**config.mk**
```make
export PLATFORM = sky130hd
export DESIGN_NAME = mem_burst_master_flat
export DESIGN_NICKNAME = d
export VERILOG_FILES = /design/src/rtl/mem_burst_master_if.sv /design/src/rtl/mem_burst_master.sv /design/src/flat_wrapper.sv
export SDC_FILE = /design/constraint.sdc
export NUM_CORES = 1
export LEC_CHECK = 0
export ABC_CLOCK_PERIOD_IN_PS = 2500
export BUFFER_PORTS_ARGS = -buffer_cell sky130_fd_sc_hd__buf_2
export CAP_MARGIN = 20
export CORE_MARGIN = 2
export CORE_UTILIZATION = 47
export DETAILED_ROUTE_END_ITERATION = 8
export GPL_TIMING_DRIVEN = 0
export PLACE_DENSITY = 0.76
export SYNTH_ARGS = -nofsm -noshare
export SYNTH_HDL_FRONTEND = slang
export SYNTH_SLANG_ARGS = --single-unit
```
**constraint.sdc**
```tcl
create_clock -name clock -period 2.5 [get_ports clock]
set_input_delay 0.125 -clock clock [delete_from_list [all_inputs] [get_ports clock]]
set_output_delay 0.125 -clock clock [all_outputs]
set_load 0.02 [all_outputs]
```
**src/rtl/mem_burst_master_if.sv**
```systemverilog
// Client command/data handshake plus the RAM pin bundle driven by mem_burst_master.
interface mem_burst_master_if;
    logic       cmd_valid;
    logic       cmd_ready;
    logic       cmd_wr;
    logic [7:0] cmd_addr;
    logic [7:0] cmd_len;
    logic [7:0] wdata;
    logic       wdata_valid;
    logic       wdata_ready;
    logic [7:0] rdata;
    logic       rdata_valid;
    logic       busy;
    logic       done;
    logic [7:0] mem_address;
    logic [7:0] mem_data;
    logic       mem_wr;
    logic       mem_cs;
    logic [7:0] mem_o;

    modport master (
        input  cmd_valid, cmd_wr, cmd_addr, cmd_len, wdata, wdata_valid, mem_o,
        output cmd_ready, wdata_ready, rdata, rdata_valid, busy, done,
               mem_address, mem_data, mem_wr, mem_cs
    );

    modport slave (
        output cmd_valid, cmd_wr, cmd_addr, cmd_len, wdata, wdata_valid, mem_o,
        input  cmd_ready, wdata_ready, rdata, rdata_valid, busy, done,
               mem_address, mem_data, mem_wr, mem_cs
    );
endinterface

```
**src/rtl/mem_burst_master.sv**
```systemverilog
// Single-command burst initiator for the 256x8 single-port RAM: one byte access per clock,
// read data registered out, write data streamed in with a valid/ready handshake.
module mem_burst_master (
    input  logic                clock,
    input  logic                reset,
    mem_burst_master_if.master  bus
);
    typedef enum logic [1:0] {IDLE, RD, WR, DONE} state_t;

    state_t     state, state_n;
    logic [7:0] addr_q, addr_n;
    logic [7:0] remain_q, remain_n;
    logic [7:0] rdata_q;
    logic       rdata_valid_q;
    logic       beat;

    always_comb begin
        state_n  = state;
        addr_n   = addr_q;
        remain_n = remain_q;
        beat     = 1'b0;
        case (state)
            IDLE: if (bus.cmd_valid) begin
                state_n  = bus.cmd_wr ? WR : RD;
                addr_n   = bus.cmd_addr;
                remain_n = bus.cmd_len;
            end
            RD:      beat = 1'b1;
            WR:      beat = bus.wdata_valid;
            DONE:    state_n = IDLE;
            default: state_n = IDLE;
        endcase
        // remain_q counts beats still owed after this one; zero means this is the last
        if (beat) begin
            addr_n = addr_q + 8'd1;
            if (remain_q == 8'd0) state_n = DONE;
            else                  remain_n = remain_q - 8'd1;
        end
    end

    always_ff @(posedge clock or posedge reset) begin
        if (reset) begin
            state         <= IDLE;
            addr_q        <= 8'd0;
            remain_q      <= 8'd0;
            rdata_q       <= 8'd0;
            rdata_valid_q <= 1'b0;
        end else begin
            state         <= state_n;
            addr_q        <= addr_n;
            remain_q      <= remain_n;
            rdata_valid_q <= (state == RD);
            if (state == RD) rdata_q <= bus.mem_o;
        end
    end

    // Bus pins decode straight from state so an async reset frees the RAM immediately
    always_comb begin
        bus.mem_address = addr_q;
        bus.mem_data    = bus.wdata;
        bus.mem_wr      = 1'b0;
        bus.mem_cs      = 1'b1;
        case (state)
            RD: bus.mem_cs = 1'b0;
            WR: begin
                bus.mem_wr = 1'b1;
                bus.mem_cs = ~bus.wdata_valid;
            end
            default: ;
        endcase
    end

    assign bus.cmd_ready   = (state == IDLE);
    assign bus.wdata_ready = (state == WR);
    assign bus.busy        = (state != IDLE);
    assign bus.done        = (state == DONE);
    assign bus.rdata       = rdata_q;
    assign bus.rdata_valid = rdata_valid_q;
endmodule

```
**src/flat_wrapper.sv**
```systemverilog
// flat-port wrapper written by rule: the top's interface ports become plain ports
module mem_burst_master_flat 
  (clock, reset, bus_cmd_valid, bus_cmd_wr, bus_cmd_addr, bus_cmd_len, bus_wdata, bus_wdata_valid, bus_mem_o, bus_cmd_ready, bus_wdata_ready, bus_rdata, bus_rdata_valid, bus_busy, bus_done, bus_mem_address, bus_mem_data, bus_mem_wr, bus_mem_cs);
  mem_burst_master_if bus_i ();
  input  logic clock;
  input  logic reset;
  input wire logic [$bits(bus_i.cmd_valid)-1:0] bus_cmd_valid;
  input wire logic [$bits(bus_i.cmd_wr)-1:0] bus_cmd_wr;
  input wire logic [$bits(bus_i.cmd_addr)-1:0] bus_cmd_addr;
  input wire logic [$bits(bus_i.cmd_len)-1:0] bus_cmd_len;
  input wire logic [$bits(bus_i.wdata)-1:0] bus_wdata;
  input wire logic [$bits(bus_i.wdata_valid)-1:0] bus_wdata_valid;
  input wire logic [$bits(bus_i.mem_o)-1:0] bus_mem_o;
  output wire logic [$bits(bus_i.cmd_ready)-1:0] bus_cmd_ready;
  output wire logic [$bits(bus_i.wdata_ready)-1:0] bus_wdata_ready;
  output wire logic [$bits(bus_i.rdata)-1:0] bus_rdata;
  output wire logic [$bits(bus_i.rdata_valid)-1:0] bus_rdata_valid;
  output wire logic [$bits(bus_i.busy)-1:0] bus_busy;
  output wire logic [$bits(bus_i.done)-1:0] bus_done;
  output wire logic [$bits(bus_i.mem_address)-1:0] bus_mem_address;
  output wire logic [$bits(bus_i.mem_data)-1:0] bus_mem_data;
  output wire logic [$bits(bus_i.mem_wr)-1:0] bus_mem_wr;
  output wire logic [$bits(bus_i.mem_cs)-1:0] bus_mem_cs;
  assign bus_i.cmd_valid = bus_cmd_valid;
  assign bus_i.cmd_wr = bus_cmd_wr;
  assign bus_i.cmd_addr = bus_cmd_addr;
  assign bus_i.cmd_len = bus_cmd_len;
  assign bus_i.wdata = bus_wdata;
  assign bus_i.wdata_valid = bus_wdata_valid;
  assign bus_i.mem_o = bus_mem_o;
  assign bus_cmd_ready = bus_i.cmd_ready;
  assign bus_wdata_ready = bus_i.wdata_ready;
  assign bus_rdata = bus_i.rdata;
  assign bus_rdata_valid = bus_i.rdata_valid;
  assign bus_busy = bus_i.busy;
  assign bus_done = bus_i.done;
  assign bus_mem_address = bus_i.mem_address;
  assign bus_mem_data = bus_i.mem_data;
  assign bus_mem_wr = bus_i.mem_wr;
  assign bus_mem_cs = bus_i.mem_cs;
  mem_burst_master u_core (.clock(clock), .reset(reset), .bus(bus_i));
endmodule
```
* After elaboration in Yosys (flattened, before gate mapping)
Cells that the tools add are included.
** Word-level totals
- Register bits after elaboration :: 27
- Bits in latches :: 0
- RAM bits :: 0
- ROM bits :: 0
- Output and inout port bits :: 31
- Logic and storage cells :: 32
- Memories kept :: 0
** Operators by class
- Add/subtract/negate cells :: 2
- Multiply operators :: 0
- Div/mod/pow operators :: 0
- $lt $le $gt $ge :: 0
- Equality and inequality tests :: 3
- Shifts and indexed selects :: 0
- Muxes and demuxes :: 15
- Bitwise operators :: 1
- Reductions and logical operators :: 6
** Operator list (count)
- $mux W8 :: 7
- $add A8 B1 Y8 const B :: 1
- $logic_not A8 Y1 :: 1
- $mux W2 :: 4
- $sub A8 B1 Y8 const B :: 1
- $reduce_bool A2 Y1 :: 3
- $eq A2 B2 Y1 const B :: 2
- $pmux W1 S2 :: 2
- $pmux W2 S2 :: 1
- $eq A2 B1 Y1 const B :: 1
- $logic_not A2 Y1 :: 1
- $reduce_and A2 Y1 :: 1
- $mux W1 :: 1
- $not A1 Y1 :: 1

* Depth between registers and ports, before layout
Gate-level depths: netlist of run 1.
- Depth after elaboration :: 5
- Gate-level depth with buffers :: 8

* Worst setup path after synthesis of run 1
No wires, ideal clock.
- Kind :: flip-flop to flip-flop
- Start point :: register u_core.state[0]
- End point :: register u_core.remain_q[5]
- Arrival :: 1.744 ns
- Setup slack :: 0.636 ns
- Stages on the path, launching flop included :: 7
- Buffers on the path :: 0
- Cell sequence :: dfrtp_1 inv_1 ha_1 a21o_1 nand2_1 or4_1 and3_1
** On the way
- Word-level cells in the longest chain between the ends :: 4
** Ends and longest elaborated chain
- start: declaration :: RTL line mem_burst_master.sv:10 : state_t state, state_n;
- start signal: assignment :: RTL line mem_burst_master.sv:49 : state <= state_n;
- $logic_not A2 Y1 :: RTL line mem_burst_master.sv:22 : case (state)
- $mux W8 :: RTL line mem_burst_master.sv:22
- $mux W8 :: RTL line mem_burst_master.sv:36 : if (remain_q == 8'd0) state_n = DONE;
- $mux W8 (*) :: RTL line mem_burst_master.sv:34 : if (beat) begin
- named net u_core.remain_n[5] :: RTL line mem_burst_master.sv:12 : logic [7:0] remain_q, remain_n;
- end signal: assignment :: RTL line mem_burst_master.sv:51 : remain_q <= remain_n;
- end: declaration :: RTL line mem_burst_master.sv:12
The timed path passes the listed nets; every way through them passes the cells marked *.
A chain may end at the register's enable or synchronous reset.

* Worst setup path in the final report of run 1
- Start point :: register u_core.state[1]
- End point :: register u_core.addr_q[7] (netlist: u_core.bus.mem_address[7])
** On the way
- Word-level cells in the longest chain between the ends :: 4
** Ends and longest elaborated chain
- $eq A2 B2 Y1 / $eq A2 B1 Y1 (equally long branches) :: RTL line mem_burst_master.sv:22
- $pmux W1 S2 :: RTL line mem_burst_master.sv:22
- $reduce_bool A2 Y1 (no line)
- $reduce_and A2 Y1 (no line)
- end signal: assignment :: RTL line mem_burst_master.sv:50 : addr_q <= addr_n;
- end: declaration :: RTL line mem_burst_master.sv:11 : logic [7:0] addr_q, addr_n;
Several ways; a longest one is shown, not always the timed one.

==> metrics.yaml, run 1 <==
slew_viol_final: 0
ys_ff_latch: 27
grt.overflow.total: 0
drtAntennaViolNets: 0
synth_top_area_share_pct: 42.4
synth.distinct_cells: 36
ir_drop_mv: 0.615
worstPathRequired_ns: 2.74
worst_hold_path_type: "input pin to register"
vias_per_cell: 5.45
portBuffers: 59
dieArea_sq_um: 3870
die_x_microns: 62.2
cts.sinks: 27
rr_worst_depth: 7
start_kind: "register"
clk_latency_ns: 0.33
grt_max_degree: 28
whs_path_depth: 2
antenna_found_initial: 0
r2r_start: "u_core.state[1]"
crit_type: "register to register"
synthTopCellsByCount: "dfrtp_1, nand2_1, buf_4"
p_per_area_nw_per_um2: 1170
p_sw_share_pct: 46.1
pre_cts_ws_ns: 0.438
status: "complete, no violations"
drc: 0
syn_area_sq_um: 1590
ios: 68
fmax_mhz: 485
cts_made_buffers: 3
cts-root-buf: "clkbuf_4"
syn_inst: 166
pwr-share-seq_pct: 35.7
drt-wirelength-per-cell_microns: 13.1
rrSetupSlack_ns: 0.44
synthArstFlopShare_pct: 100
core_area_sq_um: 3280
routed_wl_microns: 3640
finalHoldViolations: 0
finalWorstSetupSlack_ns: 0.437
synth_edf_count: 0
synth_area_leaders: "dfrtp_1, mux2_2, ha_1, buf_4, o221a_2"
intPower_mw: 1.27
switchingPower_mw: 1.08
start_util_pct: 48.5
cts_max_level: 1
first_global_vias: 1391
vias: 1511
final-setup-viol-count: 0
hold_end: "u_core.bus.rdata[4]"
cts.clk_slew.worst_paths_ns: 0.15
drtIter0Drc: 76
synth_most_common_cell: "dfrtp_1"
yosysSeqAreaShare_pct: 42.4
tns_ns: 0
rows: 21
drt_first_pass_iters: 4
fin_skew_ns: 0.0125
die_y_microns: 62.2
slowest_stage: "dfrtp_1"
grt_setup_unrepaired: "no"
arrival_ns: 2.30
reg2reg_to: "u_core.bus.mem_address[7]"
cts_tree: "built"
syn_area_per_cell_sq_um: 9.60
critPathMaxStageDelay_ns: 0.43
leakagePower_nw: 0.966
max_slew_margin_pct: 67.5
place_hpwl_microns: 2660
crit_chain: "inv_1, ha_1, buf_2, a21oi_1, o21ai_1, o21ai_0, o221a_2"
crit_path_end_kind: "register"
fillCellCount: 295
syn_nets: 210
pwr-share-comb_pct: 56.3
yosysWarnings: 0
cts_resized: 0
fin_nets: 276
area_growth_pct: 26.2
grt_util_all_layers_pct: 19.1
pwr-share-clk_pct: 8.1
cts_buffer_depth: 2
synth_flop_cell: "dfrtp_1"
grt_pass1_wl_microns: 6130
fin_crit_ns: 2.06
synth.largest_area_cell: "dfrtp_1"
worst_pin_slew_ns: 0.484
critPathMaxFanout: 10
num_antenna_cells: 0
hold_start: "bus_mem_o[4]"
period_share_pct: 82.5
drive_gt1_share_pct: 39.8
place.gp.congestion: 0.830
maxCapViolCount: 0
worst max path at each step:
stage	from	end	slack, ns
final	u_core.state[1]	u_core.bus.mem_address[7]	0.44
after global routing	u_core.state[1]	u_core.bus.mem_address[7]	0.22
after CTS	u_core.state[1]	u_core.bus.mem_address[7]	0.42
after detailed placement	u_core.state[1]	u_core.bus.mem_address[7]	0.44
after global placement	u_core.state[1]	u_core.bus.mem_address[7]	0.44
after floorplan	u_core.state[0]	u_core.remain_q[5]	0.64
routing by layer:
metal	wire (microns)	GRT usage [%]	up-vias
met3	191	2.36	4
met1	1720	26.5	715
met4	27	5.00	0
li1	-	-	744
met2	1700	31.9	48
met5	0	0	-
power groups by stage:
| stage | sequential [mW] | combinational (mW) | clock, mW |
|---|---|---|---|
| after floorplan | 0.980 | 0.794 | 0 |
| after global placement | 0.835 | 1.29 | 0 |
| after detailed placement | 0.841 | 1.32 | 0 |
| after CTS | 0.832 | 1.32 | 0.193 |
| after global routing | 0.871 | 1.45 | 0.212 |
| final | 0.838 | 1.32 | 0.189 |
worst max-delay path: cells and delay by family, from the launching register on:
kind            cells  cell delay (ns)
compound gates      4             0.99
fa+ha+maj           1             0.20
buf+inv             2             0.35
flops               1             0.43
stage by stage:
step | util (%) | instance area, sq um | power (mW) | hold slack [ns] | instances
after floorplan | - | 1590 | 1.77 | 0.178 | 166
after global placement | 59.2 | 1950 | 2.13 | 0.362 | 271
after detailed placement | 59.2 | 1950 | 2.16 | 0.363 | 271
after CTS | 60.0 | 1970 | 2.34 | 0.0162 | 275
after global routing | 61.2 | 2010 | 2.53 | 0.0117 | 277
final | 61.2 | 2010 | 2.35 | 0.0166 | 277
cell type report:
cell class	instances	area [sq um]	share of cell area (%)
tap	46	57.6	2.86
clock buffer	4	26.3	1.31
multi-input combinational	116	787	39.2
timing repair buffer	61	333	16.6
inverter	8	30.0	1.49
sequential	27	676	33.6
buffer	15	100	4.98
flip-flops by register name (all words and copies together) (netlist names):
signal and count:
u_core.bus.mem_address 8, u_core.bus.rdata 8, u_core.bus.rdata_valid 1, u_core.remain_q 8, u_core.state 2
placed cells by master (no fill, tap or decap), types with 7 or more instances in the layout:
cell,netlist,layout
buf_2,2,61
dfrtp_1,27,27
nand2_1,18,18
buf_4,11,11
nand3_1,10,10
inv_1,8,8
a21oi_1,8,8
nand4_1,8,8
mux2_2,8,8
o221a_2,7,7
ha_1,7,7
cell families after synthesis:
family                     count (synthesis)  synth area share (%)
AOI/OAI and AO/OA                         36                  16.4
and+or+nand+nor                           64                  21.2
DFF                                       27                  42.4
adders and majority gates                  7                  5.50
buffers and inverters                     23                  8.17
muxes                                      9                  6.28
what timing repair did:
action	CTS	global route
hold buffers	0	1
hold endpoints to repair	0	17
buffers inserted	0	0
No activity file was read; power rests on OpenSTA's default activity.
==> run 2, diff against run 1 <==
Settings changed: ABC_CLOCK_PERIOD_IN_PS 2500 to 1900.
Clock period 2.5 ns to 1.9 ns, I/O delays scaled along.
==> metrics.yaml, run 2 (synthesized netlist as in run 1, its figures left out) <==
critPathMaxFanout: 2  # -8
first_global_vias: 1449  # +4.2%
drt_first_pass_iters: 4  # unchanged
ios: 68  # unchanged
drive_gt1_share_pct: 48.0  # +8.1 points
drtAntennaViolNets: 0  # unchanged
pwr-share-seq_pct: 32.9  # -2.8 points
arrival_ns: 2.15  # -0.15 ns
grt_max_degree: 28  # unchanged
pwr-share-clk_pct: 7.4  # -0.7 points
cts.sinks: 27  # unchanged
switchingPower_mw: 1.54  # +42%
worst_pin_slew_ns: 0.388  # -0.0963 ns
final-setup-viol-count: 0  # unchanged
grt_pass1_wl_microns: 6440  # +5.2%
worst_hold_path_type: "input pin to register"
fmax_mhz: 532  # +9.7%
grt.overflow.total: 0  # unchanged
worstPathRequired_ns: 2.17  # -0.57 ns
slew_viol_final: 0  # unchanged
p_sw_share_pct: 45.8  # -0.33 points
start_util_pct: 48.5  # unchanged
die_x_microns: 62.2  # unchanged
layout_common_cells: "buf_2, dfrtp_1, buf_4"
fin_crit_ns: 1.88  # -0.183 ns
fin_hold_ws_ns: 0.00681  # -0.00978 ns
start_kind: "register"
pwr-share-comb_pct: 59.7  # +3.4 points
cts-root-buf: "clkbuf_4"
die_y_microns: 62.2  # unchanged
fin_nets: 291  # +5.4%
leakagePower_nw: 1.05  # +9.1%
drc: 0  # unchanged
power_mw: 3.36  # +43%
vias_per_cell: 5.51  # +0.95%
critPathMaxStageDelay_ns: 0.42  # about the same
period_share_pct: 99.0  # +16 points
grt_setup_unrepaired: "yes"
drtIter0Drc: 92  # +21%
maxCapViolCount: 0  # unchanged
crit_type: "register to register"
ir_drop_mv: 0.826  # +34%
clk_latency_ns: 0.33  # about the same
vias: 1608  # +6.4%
cts_made_buffers: 3  # unchanged
fin_util_pct: 67.9  # +6.7 points
dieArea_sq_um: 3870  # unchanged
portBuffers: 59  # unchanged
crit_chain: "inv_2, ha_4, or3b_4, or3_4, or4_4, nand3_2"
intPower_mw: 1.82  # +44%
drt-wirelength-per-cell_microns: 13.4  # +1.9%
grt_util_all_layers_pct: 20.1  # +0.98 points
status: "complete, no violations"
antenna_found_initial: 0  # unchanged
area_growth_pct: 40.1
final_common_cell: "buf_2"
routed_wl_microns: 3910  # +7.4%
fin_skew_ns: 0.0110  # -0.00150 ns
slowest_stage: "or4_4"
num_antenna_cells: 0  # unchanged
cts_buffer_depth: 2  # unchanged
cts_tree: "built"
rows: 21  # unchanged
core_area_sq_um: 3280  # unchanged
cts_max_level: 1  # unchanged
p_per_area_nw_per_um2: 1500  # +29%
place_hpwl_microns: 2660  # unchanged
crit_path_end_kind: "register"
place.gp.congestion: 0.830  # unchanged
finalHoldViolations: 0  # unchanged
r2r_start: "u_core.remain_q[0]"
max_slew_margin_pct: 73.9  # +6.4 points
hold_start: "bus_cmd_len[2]"
startpoint: "u_core.remain_q[0]"
cts.clk_slew.worst_paths_ns: 0.14  # about the same
run 2: changes by cell type in the layout (fill, tap and decap cells not counted), moves of 2 or more:
cell           previous run  this run
inv_2                     0         4
dlygate4sd3_1             1         9
clkbuf_2                  0         2
clkbuf_1                  3         1
ha_4                      0         2
ha_1                      7         5
inv_1                     8         4
buf_4                    11        19
nand3_2                   0         2
nand3_1                  10         8
run 2: through the flow:
step	setup TNS, ns	cells	setup WS (ns)	cell area [sq um]
final	0	292	0.0198	2230
after global routing	-0.0439	292	-0.0401	2230
after CTS	-0.0137	283	-0.0137	2080
after detailed placement	-0.632	271	-0.162	1950
after global placement	-0.383	271	-0.159	1950
after floorplan	0	166	0.0363	1590
run 2: worst max-delay path: cells and delay by family, from the launching register on:
| kind | cells | cell delay (ns) |
|---|---|---|
| and+or+nand+nor | 4 | 1.21 |
| adders and majority gates | 1 | 0.13 |
| buffers and inverters | 1 | 0.08 |
| DFF | 1 | 0.41 |
run 2: per-layer routing:
layer  global-route usage (%)  share of wire (%)
met2                     33.6                 47
met5                        0                  0
met3                     2.36                6.2
met1                     27.8                 45
met4                     5.56                1.0
run 2: worst paths after layout:
kind / slack [ns] / end / cells after the start
worst max-delay path: 0.02 / u_core.remain_q[6] / 6
max in group asynchronous: 1.29 / u_core.remain_q[1] / 4
min in group asynchronous: 0.23 / u_core.bus.rdata[3] / 3
worst min register to register: 0.52 / u_core.bus.rdata[4] / 1
worst min-delay path: 0.007 / u_core.remain_q[2] / 3
worst max register to register: 0.02 / u_core.remain_q[6] / 6
run 2: power groups by stage:
stage	registers [mW]	clock network [mW]	logic, mW
floorplan	1.29	0	1.04
global placement	1.10	0	1.70
detailed placement	1.11	0	1.73
CTS	1.09	0.254	1.83
global route	1.14	0.279	2.19
finish	1.10	0.247	2.00
run 2: timing repair:
| item | in CTS | in global routing |
|---|---|---|
| setup buffers | 1 | 6 |
| endpoints found under the hold margin | 7 | 28 |
| hold buffers | 7 | 2 |
| resized for setup | 13 | 11 |
| setup endpoints to repair | 13 | 14 |
run 2: cell type report:
| type | instances | area (sq um) |
|---|---|---|
| plain buffers | 15 | 105 |
| clock buffers | 4 | 26.3 |
| fillers | 258 | 1050 |
| inverters | 8 | 30.0 |
| multi-input cells | 116 | 871 |
| flip-flops and latches | 27 | 676 |
| well taps | 46 | 57.6 |
| repair buffers | 76 | 465 |
==> run 3, diff against run 2 <==
Settings changed: BUFFER_PORTS_ARGS -buffer_cell sky130_fd_sc_hd__buf_2 to default, CORE_UTILIZATION 47 to 57, DONT_BUFFER_PORTS from default to 1, GPL_TIMING_DRIVEN 0 to default, PLACE_DENSITY 0.76 to 0.69.
==> metrics.yaml, run 3 (synthesized netlist as in run 1, its figures left out) <==
status: "finished with violations"
violations: "hold timing"
num_antenna_cells: 0  # unchanged
drc: 0  # unchanged
fmax_mhz: 533  # +0.26%
clk_latency_ns: 0.32  # about the same
rows: 19  # -9.5%
cts_tree: "built"
switchingPower_mw: 1.43  # -7.2%
final_area_sq_um: 1920  # -14%
cts.sinks: 27  # unchanged
pwr-share-seq_pct: 42.3  # +9.4 points
arrival_ns: 2.15  # about the same
die_y_microns: 56.9  # -8.6%
dieArea_sq_um: 3230  # -16%
cts.clk_slew.worst_paths_ns: 0.14  # about the same
final-setup-viol-count: 0  # unchanged
vias: 1400  # -13%
placed_cell_area_sq_um: 1640  # -15%
p_sw_share_pct: 46.3  # +0.54 points
fin_skew_ns: 0.00701  # -0.00398 ns
cts_made_buffers: 3  # unchanged
crit_type: "register to register"
intPower_mw: 1.65  # -9.2%
power_mw: 3.08  # -8.3%
drt-wirelength-per-cell_microns: 17.0  # +27%
fin_crit_ns: 1.88  # -0.00489 ns
slowest_stage: "dfrtp_1"
slew_viol_final: 0  # unchanged
fin_nets: 237  # -19%
finalHoldViolations: 1  # +1
critPathMaxStageDelay_ns: 0.43  # about the same
finalWorstSetupSlack_ns: 0.0247  # +0.00489 ns
drt_first_pass_iters: 4  # unchanged
cts_buffer_depth: 2  # unchanged
grt_pass1_wl_microns: 6600  # +2.5%
ir_drop_mv: 1.08  # +31%
first_global_vias: 1498  # +3.4%
tns_ns: 0  # unchanged
cts_max_level: 1  # unchanged
grt_setup_unrepaired: "yes"
vias_per_cell: 6.28  # +14%
leakagePower_nw: 0.810  # -23%
p_per_area_nw_per_um2: 1600  # +6.5%
fin_hold_ws_ns: -0.00420  # -0.0110 ns
fin_util_pct: 70.9  # +2.9 points
routed_wl_microns: 3790  # -3.0%
grt.overflow.total: 0  # unchanged
grt_max_degree: 16  # -43%
fillCellCount: 217  # -16%
worst_hold_path_type: "input pin to register"
drtAntennaViolNets: 0  # unchanged
place.gp.congestion: 0.862  # +3.8%
layout_common_cells: "dfrtp_1, dlygate4sd3_1, nand2_1, buf_4, nand3_1"
pre_cts_ws_ns: -0.0763  # +0.0853 ns
drtIter0Drc: 63  # -32%
critPathMaxFanout: 3  # +1
grt_util_all_layers_pct: 25.2  # +5.1 points
maxCapViolCount: 0  # unchanged
worstPathRequired_ns: 2.17  # about the same
place_hpwl_microns: 2690  # +1.1%
start_util_pct: 58.8  # +10 points
worst_pin_slew_ns: 0.535  # +0.147 ns
pwr-share-clk_pct: 7.9  # +0.5 points
final_common_cell: "dfrtp_1"
period_share_pct: 98.7  # -0.26 points
core_area_sq_um: 2710  # -17%
cts-root-buf: "clkbuf_4"
crit_chain: "inv_2, ha_4, or3b_4, or3_1, or4_1, nand3_1"
die_x_microns: 56.9  # -8.6%
portBuffers: 0  # -100%
antenna_found_initial: 0  # unchanged
crit_path_end_kind: "register"
ios: 68  # unchanged
drive_gt1_share_pct: 24.5  # -23 points
max_slew_margin_pct: 64.0  # -9.9 points
start_kind: "register"
area_growth_pct: 20.6
pwr-share-comb_pct: 49.8  # -9.9 points
-- run 3: cell count changes in the layout (fill, tap and decap cells not counted), sizes merged --
cell         previous run  this run
buf                    80        17
dlygate4sd3             9        20
clkbuf                  6         4
-- run 3: layout make-up --
cell class,count,area (sq um),area share [%]
multi-input combinational,116,822,42.8
tap,31,38.8,2.02
clock buffer,4,26.3,1.37
timing repair buffer,37,328,17.1
sequential,27,676,35.2
inverter,8,30.0,1.56
-- run 3: power by group through the flow --
stage / combinational, mW / clock, mW / sequential (mW)
global placement: 1.35 / 0 / 1.29
detailed placement: 1.41 / 0 / 1.31
floorplan: 1.04 / 0 / 1.29
finish: 1.53 / 0.245 / 1.30
global route: 1.70 / 0.274 / 1.35
CTS: 1.50 / 0.249 / 1.30
-- run 3: routing by layer --
metal  global-route usage (%)  vias to the layer above  routed length, microns
li1                         -                      663                       -
met1                     31.9                      674                    1630
met2                     44.0                       47                    1870
met3                     3.69                       16                     200
met4                     8.31                        0                      78
met5                        0                        -                       0
-- run 3: metrics by stage --
stage / hold WS (ns) / cells
2_1_floorplan: 0.148 / 166
3_3_place_gp: 0.0412 / 197
3_5_place_dp: 0.0411 / 197
4_1_cts: 0.00920 / 223
5_1_grt: 0.00768 / 223
6_report: -0.00420 / 223
-- run 3: path summary, 6_finish.rpt --
check                                         from                   to  slack (ns)  cells after the start
worst max-delay path            u_core.remain_q[1]   u_core.remain_q[6]        0.02                      6
worst min-delay path                bus_cmd_len[0]   u_core.remain_q[0]      -0.004                      2
worst max register to register  u_core.remain_q[1]   u_core.remain_q[6]        0.02                      6
worst min register to register  u_core.remain_q[7]   u_core.remain_q[7]        0.58                      2
max in group asynchronous                    reset  u_core.bus.rdata[3]        1.10                      3
min in group asynchronous                    reset   u_core.remain_q[5]        0.22                      2
-- run 3: critical path, delay by kind of cell, from the launching register on --
kind,cells,cell delay [ns]
simple gates,4,1.19
flops,1,0.43
buf+inv,1,0.09
fa+ha+maj,1,0.13
-- run 3: repair_timing --
item | in CTS | in global routing
gates resized for setup | 5 | 7
cloned | 0 | 0
pin swaps | 1 | 2
setup endpoints to repair | 1 | 9
hold buffers | 20 | 0
buffers inserted | 2 | 0
hold endpoints to repair | 31 | 0
